[src/rtl/full_subtractor_cell.sv]
// Single-bit full subtractor cell: d = a - b - bin, bout = borrow out.
// Latency: purely combinational, zero cycles.
// Backpressure: none; the cell has no flow control.
module full_subtractor_cell (
   input  logic a,
   input  logic b,
   input  logic bin,
   output logic d,
   output logic bout
);

   // The difference bit is the odd parity of the three inputs.
   assign d    = a ^ b ^ bin;
   // A borrow is taken when b exceeds a, or when a equals b and a borrow arrives.
   assign bout = (~a & b) | (~(a ^ b) & bin);

endmodule

[src/rtl/full_subtractor.sv]
// Registered WIDTH-bit subtractor: {borrow, difference} = a - b - c.
// Latency: one cycle from in_valid to out_valid, one operation per cycle.
// Backpressure: none; every valid input is accepted and a result always follows.
module full_subtractor #(
   parameter int WIDTH = 1
) (
   input  logic             clk,
   input  logic             rst_n,
   input  logic             in_valid,
   input  logic [WIDTH-1:0] a,
   input  logic [WIDTH-1:0] b,
   input  logic             c,
   output logic             out_valid,
   output logic [WIDTH-1:0] difference,
   output logic             borrow
);

   // Borrow chain: entry 0 is the external borrow-in, entry WIDTH is the borrow-out.
   logic [WIDTH:0]   bchain;
   logic [WIDTH-1:0] d_comb;

   assign bchain[0] = c;

   // Ripple chain of single-bit cells, LSB first.
   for (genvar i = 0; i < WIDTH; i++) begin : g_cell
      full_subtractor_cell u_cell (
         .a    (a[i]),
         .b    (b[i]),
         .bin  (bchain[i]),
         .d    (d_comb[i]),
         .bout (bchain[i+1])
      );
   end

   // Output stage: capture a result on valid input, hold it while idle,
   // and clear everything immediately on reset.
   always_ff @(posedge clk or negedge rst_n) begin
      if (!rst_n) begin
         out_valid  <= 1'b0;
         difference <= '0;
         borrow     <= 1'b0;
      end else begin
         out_valid <= in_valid;
         if (in_valid) begin
            difference <= d_comb;
            borrow     <= bchain[WIDTH];
         end
      end
   end

endmodule

[config.mk]
export PLATFORM = sky130hd
export DESIGN_NAME = full_subtractor
export DESIGN_NICKNAME = d
export VERILOG_FILES = /design/src/rtl/full_subtractor_cell.sv /design/src/rtl/full_subtractor.sv
export SDC_FILE = /design/constraint.sdc
export NUM_CORES = 1
export LEC_CHECK = 0
export ABC_AREA = 0
export BUFFER_PORTS_ARGS = -buffer_cell sky130_fd_sc_hd__buf_4
export CORE_AREA = 2 2 39 41
export CTS_BUF_LIST = sky130_fd_sc_hd__clkbuf_4 sky130_fd_sc_hd__clkbuf_8
export DETAILED_ROUTE_END_ITERATION = 8
export DIE_AREA = 0 0 41 43
export GPL_TIMING_DRIVEN = 0
export PLACE_DENSITY = 0.3
export SETUP_SLACK_MARGIN = 0.3
export SYNTH_ARGS = -nofsm -noshare
export SYNTH_HDL_FRONTEND = slang
export SYNTH_SLANG_ARGS = --single-unit
[constraint.sdc]
create_clock -name clk -period 0.9 [get_ports clk]
set_clock_uncertainty 0.15 [all_clocks]
set_input_delay 0.045 -clock clk [delete_from_list [all_inputs] [get_ports clk]]
set_output_delay 0.045 -clock clk [all_outputs]
set_load 0.005 [all_outputs]
Yosys cells after proc, flatten, opt, wreduce, memory -nomap -nowiden
Cells that the tools add are included.
{ "word_totals": {"regBits": 3, "input_bits": 6, "output_inout_bits": 3, "word_cells": 10} }
{ "op_classes": {"n_bitwise": 7} }
{ "op_table": {"columns": ["op", "count"], "rows": [
  ["$and 1x1->1", 2],
  ["$not 1->1", 2],
  ["$xor 1x1->1", 2],
  ["$or 1x1->1", 1]
]} }

Longest topological paths before layout
Gate-level depths: netlist of run 1.
{ "depth": {"depth_word": 4, "depth_mapped": 3, "depth_no_buf": 3} }

Cells and area by module
From an unflattened synthesis of run 1, not the netlist that was laid out.
{ "hier_totals": {"cells_unflattened": 9, "area_unflattened_um2": 128.9} }
{ "by_module_without_submodules": {"columns": ["mod", "instances", "cells_per_inst", "area_per_inst_um2", "seq_area_each_um2"], "rows": [
  ["full_subtractor", 1, 5, 97.6, 75.1],
  ["full_subtractor_cell", 1, 4, 31.3, 0.0]
]} }

Worst setup path after synthesis of run 1
No wires, ideal clock.
{ "synth_path": {"path_type": "input-to-reg", "startpoint": "input b", "endpoint": "register difference", "setup_ns": 0.125, "arrival_time_ns": 0.762, "required_time_ns": 0.625, "path_slack_ns": -0.137, "stages": 3, "n_path_buf": 0, "path_cell_list": "inv_1 -> fa_1 -> mux2_4"} }
{ "synth_between": {"elab_chain_len": 2} }
{ "synth_rtl": {"columns": ["element", "line", "rtl"], "rows": [
  ["start: declaration", "full_subtractor.sv:11", "input logic [WIDTH-1:0] b,"],
  ["$xor 1x1->1 (2 in series)", "full_subtractor_cell.sv:13", "assign d = a ^ b ^ bin;"],
  ["via d_comb", "full_subtractor.sv:20", "logic [WIDTH-1:0] d_comb;"],
  ["end signal: assignment", "full_subtractor.sv:45", "difference <= d_comb;"],
  ["end: declaration", "full_subtractor.sv:14", "output logic [WIDTH-1:0] difference,"]
]} }
The timed path passes the listed nets, and every way through them passes these cells.
A chain may end at the register's enable or synchronous reset.

Worst setup path in the final report of run 1
{ "layout_path": {"startpoint": "register difference", "endpoint": "output difference"} }
No word-level cell between the ends.

==> flow_metrics.tcl, run 1 <==
set metrics [dict create \
    status "finished, violations left" \
    violations "negative hold slack, negative setup slack" \
    syn-cell-area_um2 126 \
    crit_path_max_incr_delay_ps 380 \
    switching_power_mw 0.112 \
    numCtsBuffers 3 \
    async_flop_share_pct 100 \
    die_height_um 43 \
    core_um2 1380 \
    endpoint_kind "primary output" \
    synthDominantAreaCellType "dfrtp_1" \
    yosysWarnings 0 \
    grt_start_max_net_pins 5 \
    postSynthCellCount 9 \
    placedInstanceArea_um2 216 \
    pwr-share-clk_pct 50.6 \
    critPathTopFamily "flip-flops" \
    synth_cell_types 6 \
    cts_hold_buf 1 \
    clkTransAtPathRegs_ps 40 \
    gp_congestion 0.517 \
    ff2ff_setup_slack_ps -20 \
    power_frac_seq_pct 30.9 \
    cts_buffer_depth 2 \
    min_path_type "input port to flop" \
    crit_chain "buf_6" \
    setup_tns_ps -84.8 \
    relSlewSlack_pct 93.8 \
    synth_top_area_share_pct 59.4 \
    fin_area_um2 272 \
    synth_area_per_cell_um2 14.0 \
    vias_per_cell 3.03 \
    drtIter0Drc 0 \
    setup_violations 3 \
    maxCapViolCount 0 \
    rsz0062_at_grt "true" \
    final.period_utilization_pct 104 \
    chipWidth_um 41 \
    finalWorstSetupSlack_ps -32.6 \
    insertion_delay_ps 230 \
    syn_nets 16 \
    initial_core_util_pct 9.13 \
    max_freq_mhz 1070 \
    n_antenna_cell 0 \
    synth-main-ff-cell "dfrtp_1" \
    holdWs_ps -193 \
    vdd_drop_max_v 0.000280 \
    period_minus_slack_ps 933 \
    grt_use_total_pct 4.22 \
    arrival_ps 740 \
    placed_cells 33 \
    drc 0 \
    maxSlewViolCount 0 \
    synth-seq-area-share_pct 59.4 \
    critical_path_class "flop to primary output" \
    rows 14 \
    root_buffer "clkbuf_4" \
    io_pins 9 \
    min_from "in_valid" \
    grt_pass1_vias 112 \
    synth_edf_count 0 \
    synthTopCellsByCount "3 x dfrtp_1, 2 x inv_1" \
    yosysMostFrequentCell "dfrtp_1" \
    grt_overflow 0 \
    combPwrFrac_pct 18.5 \
    powerDensity_nw_per_um2 1950 \
    p_int_mw 0.416 \
    p_sw_share_pct 21.2 \
    vias 115 \
    cp-start-kind "flop" \
    grt_pass1_wl_um 386 \
    syn2layout_area_growth_pct 115 \
    io_buffers 8 \
    finalWirelength_um 291 \
    crit_start "difference$_DFFE_PN0P_" \
    power_mw 0.528 \
    cp_slowest_cell "dfrtp_1" \
    cts_tree "done" \
    tightest_slew_ps 92.0 \
    hold_viol 3 \
    ys_seq_elements 3 \
    antenna_left 0 \
    antenna_found_initial 0 \
    drt_first_pass_iters 1 \
    final_cells 38 \
    post_cts_buffers 0 \
    fin_nets 30 \
    cts_num_sinks 3 \
    synthTopCellsByArea "dfrtp_1 59%, fa_1 16%, mux2_4 12%" \
    rr_startpoint "difference$_DFFE_PN0P_" \
    dieArea_um2 1760 \
    routedWlPerCell_um 7.66 \
    htree_levels 1 \
    leakagePower_nw 0.129 \
    required_ps 700 \
    crit_buf_inv 1 \
    cp_max_fo 2 \
    drive_gt1_share_pct 72.7 \
]
-- metal layers --
metal | part of all wire [%] | global-route usage (%)
met3 | 20 | 1.57
met4 | 6.5 | 10.0
met1 | 38 | 3.55
met2 | 35 | 4.06
met5 | 0 | 0
-- final cells by class --
cell class	count	area (um2)
clock buffers	4	30.0
fillers	150	1110
inverters	2	15.0
multi-input cells	4	46.3
flip-flops and latches	3	75.1
well taps	16	20.0
repair buffers	9	85.1
-- cells by family (layout without fill, tap and decap cells) --
| group | after synthesis | after routing | share of synthesized area [%] |
|---|---|---|---|
| AO/OA/AOI/OAI | 1 | 1 | 3.96 |
| buffers and inverters | 2 | 15 | 5.94 |
| multiplexers | 1 | 1 | 11.9 |
| adder cells (fa/ha/maj) | 1 | 1 | 15.8 |
| AND/OR/NAND/NOR | 1 | 1 | 2.97 |
| flip-flops | 3 | 3 | 59.4 |
-- layout by cell type, fill, tap and decap left out --
master and instances:
clkbuf_4 4, fa_2 1, mux2_4 1, inv_8 1
buf_4 4, inv_2 1, dlygate4sd3_1 1, buf_6 4
dfrtp_1 3, a21oi_1 1, nor2_1 1
-- registers in the layout (all words and copies together) (netlist names) --
signal and flops:
out_valid 1, difference 1, borrow 1
-- power groups by stage --
stage	Sequential, mW	Clock [mW]	Combinational [mW]
6_report	0.163	0.267	0.0978
5_1_grt	0.165	0.289	0.107
4_1_cts	0.164	0.276	0.0986
3_5_place_dp	0.162	0	0.0840
3_3_place_gp	0.161	0	0.0828
2_1_floorplan	0.163	0	0.0273
-- path summary, 6_finish.rpt --
check                                         end  depth (start not counted)
setup / recovery                       difference                          1
hold / removal                out_valid$_DFF_PN0_                          1
setup reg to reg           difference$_DFFE_PN0P_                          1
hold reg to reg            difference$_DFFE_PN0P_                          1
max in group asynchronous     out_valid$_DFF_PN0_                          2
min in group asynchronous  difference$_DFFE_PN0P_                          2
-- what timing repair did --
action / in CTS / in global routing
resized for setup: 5 / 0
pin swaps: 1 / 0
endpoints found under the hold margin: 6 / 3
setup endpoints to repair: 5 / 5
-- stage by stage --
stage	worst slack (ps)	utilization, %
floorplan	-133	-
finish	-32.6	19.6
CTS	-41.5	19.6
global placement	-264	15.6
detailed placement	-275	15.6
global route	-62.2	19.6
Note: power is estimated with default switching activity, not from simulation.
==> inputs of run 2 (changes only) <==
Settings changed: BUFFER_PORTS_ARGS -buffer_cell sky130_fd_sc_hd__buf_4 to -buffer_cell sky130_fd_sc_hd__buf_2, SETUP_SLACK_MARGIN 0.3 to not set.
==> run 2 against run 1 <==
- the flow still finishes with violations (negative hold slack, negative setup slack)
- setup slack better by 11 ps
- sequential share of layout area up 2.8 points
- total power decreased by 5.3%
- highest routed layer is now met3
- flip-flop and latch count unchanged
- via count stayed put
==> flow_metrics.tcl, run 2 (synthesized netlist as in run 1, its figures left out) <==
set metrics [dict create \
    status "finished, violations left" \
    violations "negative hold slack, negative setup slack" \
    antenna_left 0 \
    insertion_delay_ps 230 \
    chipWidth_um 41 \
    crit_chain "buf_2" \
    cp_max_fo 2 \
    reg_top3 "borrow (1), difference (1), out_valid (1)" \
    placed_cells 33 \
    powerDensity_nw_per_um2 2030 \
    drtIter0Drc 0 \
    routedWlPerCell_um 8.03 \
    holdWs_ps -168 \
    ff2ff_setup_slack_ps 0 \
    drive_gt1_share_pct 68.2 \
    relSlewSlack_pct 93.0 \
    cp-start-kind "flop" \
    rows 14 \
    cp-endpoint "borrow" \
    cts_num_sinks 3 \
    vdd_drop_max_v 0.000193 \
    drc 0 \
    r2r-end "difference$_DFFE_PN0P_" \
    grt_overflow 0 \
    arrival_ps 730 \
    power_mw 0.500 \
    htree_levels 1 \
    cts_buffer_depth 2 \
    critical_path_class "flop to primary output" \
    path_depth 1 \
    finalWorstSetupSlack_ps -21.6 \
    critPathTopFamily "flip-flops" \
    mostFrequentLayoutCell "buf_2" \
    tightest_slew_ps 105 \
    post_cts_buffers 0 \
    numCtsBuffers 3 \
    gp_congestion 0.513 \
    hold_viol 6 \
    crit_start "borrow$_DFFE_PN0P_" \
    cts_tree "done" \
    crit_buf_inv 1 \
    maxSlewViolCount 0 \
    grt_pass1_vias 119 \
    rsz0062_at_grt "true" \
    n_fill_cell 162 \
    fin_nets 30 \
    clkTransAtPathRegs_ps 40 \
    leakagePower_nw 0.121 \
    final_cells 38 \
    vias_per_cell 3.03 \
    rr_startpoint "difference$_DFFE_PN0P_" \
    drt_first_pass_iters 1 \
    initial_core_util_pct 9.13 \
    die_height_um 43 \
    cp_slowest_cell "dfrtp_1" \
    core_um2 1380 \
    io_pins 9 \
    maxCapViolCount 0 \
    io_buffers 8 \
    n_antenna_cell 0 \
    r2r_cells 1 \
    min_path_type "input port to flop" \
    setup_violations 2 \
    required_ps 700 \
    cts_hold_buf 1 \
    post-place-ws_ps -310 \
    vias 115 \
    crit_path_max_incr_delay_ps 370 \
    antenna_found_initial 0 \
    finalWirelength_um 305 \
    root_buffer "clkbuf_4" \
    mostFrequentLayoutCells "6 x buf_2, 4 x clkbuf_4, 3 x dfrtp_1" \
    grt_start_max_net_pins 5 \
    period_minus_slack_ps 922 \
    max_freq_mhz 1090 \
    final.period_utilization_pct 102 \
    grt_pass1_wl_um 400 \
    grt_use_total_pct 4.12 \
    syn2layout_area_growth_pct 95.0 \
    dieArea_um2 1760 \
    endpoint_kind "primary output" \
]
-- run 2: cell counts in the layout (fill, tap and decap cells not counted) --
Identical to the previous run, type by type.
-- run 2: worst min-delay path by stage --
stage                                      to  cells after the start  slack (ps)  startpoint
after global routing      out_valid$_DFF_PN0_                      1        -170    in_valid
final                     out_valid$_DFF_PN0_                      1        -170    in_valid
after global placement    out_valid$_DFF_PN0_                      1        -310       rst_n
after CTS                 out_valid$_DFF_PN0_                      1        -180    in_valid
after detailed placement  out_valid$_DFF_PN0_                      1        -310       rst_n
after floorplan            borrow$_DFFE_PN0P_                      0        -400       rst_n
-- run 2: layout make-up --
type                    instances  area, um2  share of cell area [%]
repair buffers                  9       62.6                    25.4
inverters                       2       15.0                    6.09
flip-flops and latches          3       75.1                    30.5
clock buffers                   4       30.0                    12.2
multi-input cells               4       43.8                    17.8
well taps                      16       20.0                    8.12
-- run 2: metal layers --
layer  track usage, %  up-vias  part of all wire [%]
met1             3.55       53                    34
met3             1.57        0                    17
met5                0        -                     0
li1                 -       53                     -
met2             4.69        9                    49
met4             8.00        0                     0
-- run 2: power breakdown --
group / internal (mW) / leakage (nW) / switching (mW) / total (mW)
Sequential: 0.152 / 0.0345 / 0.00738 / 0.159
Clock: 0.196 / 0.0184 / 0.0703 / 0.266
Combinational: 0.0466 / 0.0686 / 0.0281 / 0.0747
-- run 2: metrics by stage --
step	cell area (um2)	hold slack, ps	utilization [%]	setup TNS, ps
2_1_floorplan	134	-401	-	-137
5_1_grt	246	-169	17.8	-155
3_3_place_gp	194	-313	14.0	-402
6_report	246	-168	17.8	-42.5
4_1_cts	240	-177	17.4	-91.2
3_5_place_dp	194	-307	14.0	-406
-- run 2: what timing repair did --
action | CTS | global route
hold endpoints to repair | 6 | 3
pin swaps | 0 | 1
gates resized for setup | 2 | 2
setup endpoints to repair | 4 | 4
==> inputs of run 3 (changes only) <==
Settings changed: SETUP_SLACK_MARGIN set to 0.5.
==> run 3 against run 2 <==
- via count is 4.3% lower
- the flow still finishes with violations (negative hold slack, negative setup slack)
- global-route usage up 0.20 points
- cell area is 3.0% lower
- critical path type unchanged
- clock-buffer cell count unchanged
- flip-flop and latch count did not move
- sequential power is essentially flat
- clock power is essentially flat
- combinational power shrank 2%
- critical path depth is the same
- register-to-register slack hardly changed
- largest cell class unchanged
- utilization down 0.54 points
==> flow_metrics.tcl, run 3 (synthesized netlist as in run 1, its figures left out) <==
set metrics [dict create \
    status "finished, violations left" \
    violations "negative hold slack, negative setup slack" \
    post_cts_buffers 0 \
    routedWlPerCell_um 7.62 \
    cp_slowest_cell "dfrtp_1" \
    max_freq_mhz 1090 \
    cts_tree "done" \
    finalWorstSetupSlack_ps -18.8 \
    holdWs_ps -552 \
    cts_buffer_depth 2 \
    setup_violations 2 \
    drtIter0Drc 1 \
    tightest_slew_ps 107 \
    finalWirelength_um 282 \
    vias 110 \
    core_um2 1380 \
    grt_use_total_pct 4.32 \
    final.period_utilization_pct 102 \
    powerDensity_nw_per_um2 2080 \
    grt_pass1_vias 125 \
    fin_nets 29 \
    period_minus_slack_ps 919 \
    hold_viol 6 \
    io_pins 9 \
    maxCapViolCount 0 \
    cts_num_sinks 3 \
    grt_pass1_wl_um 434 \
    n_antenna_cell 0 \
    mostFrequentLayoutCell "buf_2" \
    crit_buf_inv 1 \
    required_ps 700 \
    crit_chain "buf_2" \
    insertion_delay_ps 230 \
    leakagePower_nw 0.117 \
    die_height_um 43 \
    critPathTopFamily "flip-flops" \
    root_buffer "clkbuf_4" \
    n_fill_cell 167 \
    chipWidth_um 41 \
    drc 0 \
    arrival_ps 720 \
    power_mw 0.498 \
    post-place-ws_ps -291 \
    mostFrequentLayoutCells "6 x buf_2, 4 x clkbuf_4, 3 x dfrtp_1" \
    maxSlewViolCount 0 \
    drt_first_pass_iters 2 \
    syn2layout_area_growth_pct 89.1 \
    vdd_drop_max_v 0.000255 \
    grt_start_max_net_pins 5 \
    htree_levels 1 \
    gp_congestion 0.512 \
    min_path_type "input port to asynchronous set/reset pin" \
    rsz0062_at_grt "true" \
    initial_core_util_pct 9.13 \
    antenna_found_initial 0 \
    vias_per_cell 2.97 \
    critical_path_class "flop to primary output" \
    crit_path_max_incr_delay_ps 360 \
    antenna_left 0 \
    rows 14 \
    io_buffers 8 \
    setup_tns_ps -37.7 \
    grt_overflow 0 \
    relSlewSlack_pct 92.9 \
    dieArea_um2 1760 \
    drive_gt1_share_pct 76.2 \
    reg_top3 "borrow (1), difference (1), out_valid (1)" \
    numCtsBuffers 3 \
    cp_max_fo 2 \
    endpoint_kind "primary output" \
    clkTransAtPathRegs_ps 40 \
    cp-start-kind "flop" \
]
-- run 3: changes by cell type in the layout (fill, tap and decap cells not counted), sizes merged --
cell | before | now
dlygate4sd3 | 1 | 0
-- run 3: timing repair --
item	in CTS	in global routing
pin swaps	0	1
gates resized for setup	2	2
setup endpoints to repair	5	5
hold endpoints to repair	6	6
-- run 3: final timing paths --
path / from / endpoint / slack (ps) / cells past startpoint
worst max-delay path: borrow$_DFFE_PN0P_ / borrow / -20 / 1
worst min-delay path: rst_n / borrow$_DFFE_PN0P_ / -550 / 1
worst max register to register: difference$_DFFE_PN0P_ / difference$_DFFE_PN0P_ / 0 / 1
worst min register to register: difference$_DFFE_PN0P_ / difference$_DFFE_PN0P_ / 350 / 1
max in group asynchronous: rst_n / difference$_DFFE_PN0P_ / 1050 / 1
min in group clk: in_valid / out_valid$_DFF_PN0_ / -170 / 1
-- run 3: metrics by stage --
step	cell area [um2]	hold slack, ps	utilization, %	std cells
floorplan	136	-401	-	9
global placement	196	-313	14.2	33
detailed placement	196	-307	14.2	33
CTS	233	-563	16.8	37
global route	239	-558	17.3	37
finish	239	-552	17.3	37
-- run 3: routing by layer --
layer  part of all wire (%)  GRT usage (%)  vias up
met5                      0              0        -
met4                      0           8.00        0
met3                     20           1.57        0
met2                     48           4.69        9
met1                     32           4.18       51
li1                       -              -       50
-- run 3: cell type report --
type	count	area (um2)	share of cell area [%]
clock buffer	4	30.0	12.6
inverter	2	15.0	6.28
multi-input combinational	4	46.3	19.4
sequential	3	75.1	31.4
tap	16	20.0	8.38
timing repair buffer	8	52.6	22.0
-- run 3: power breakdown --
part | internal [mW] | switching, mW
clock network | 0.196 | 0.0699
registers | 0.152 | 0.00698
logic | 0.0447 | 0.0284
total | 0.393 | 0.105
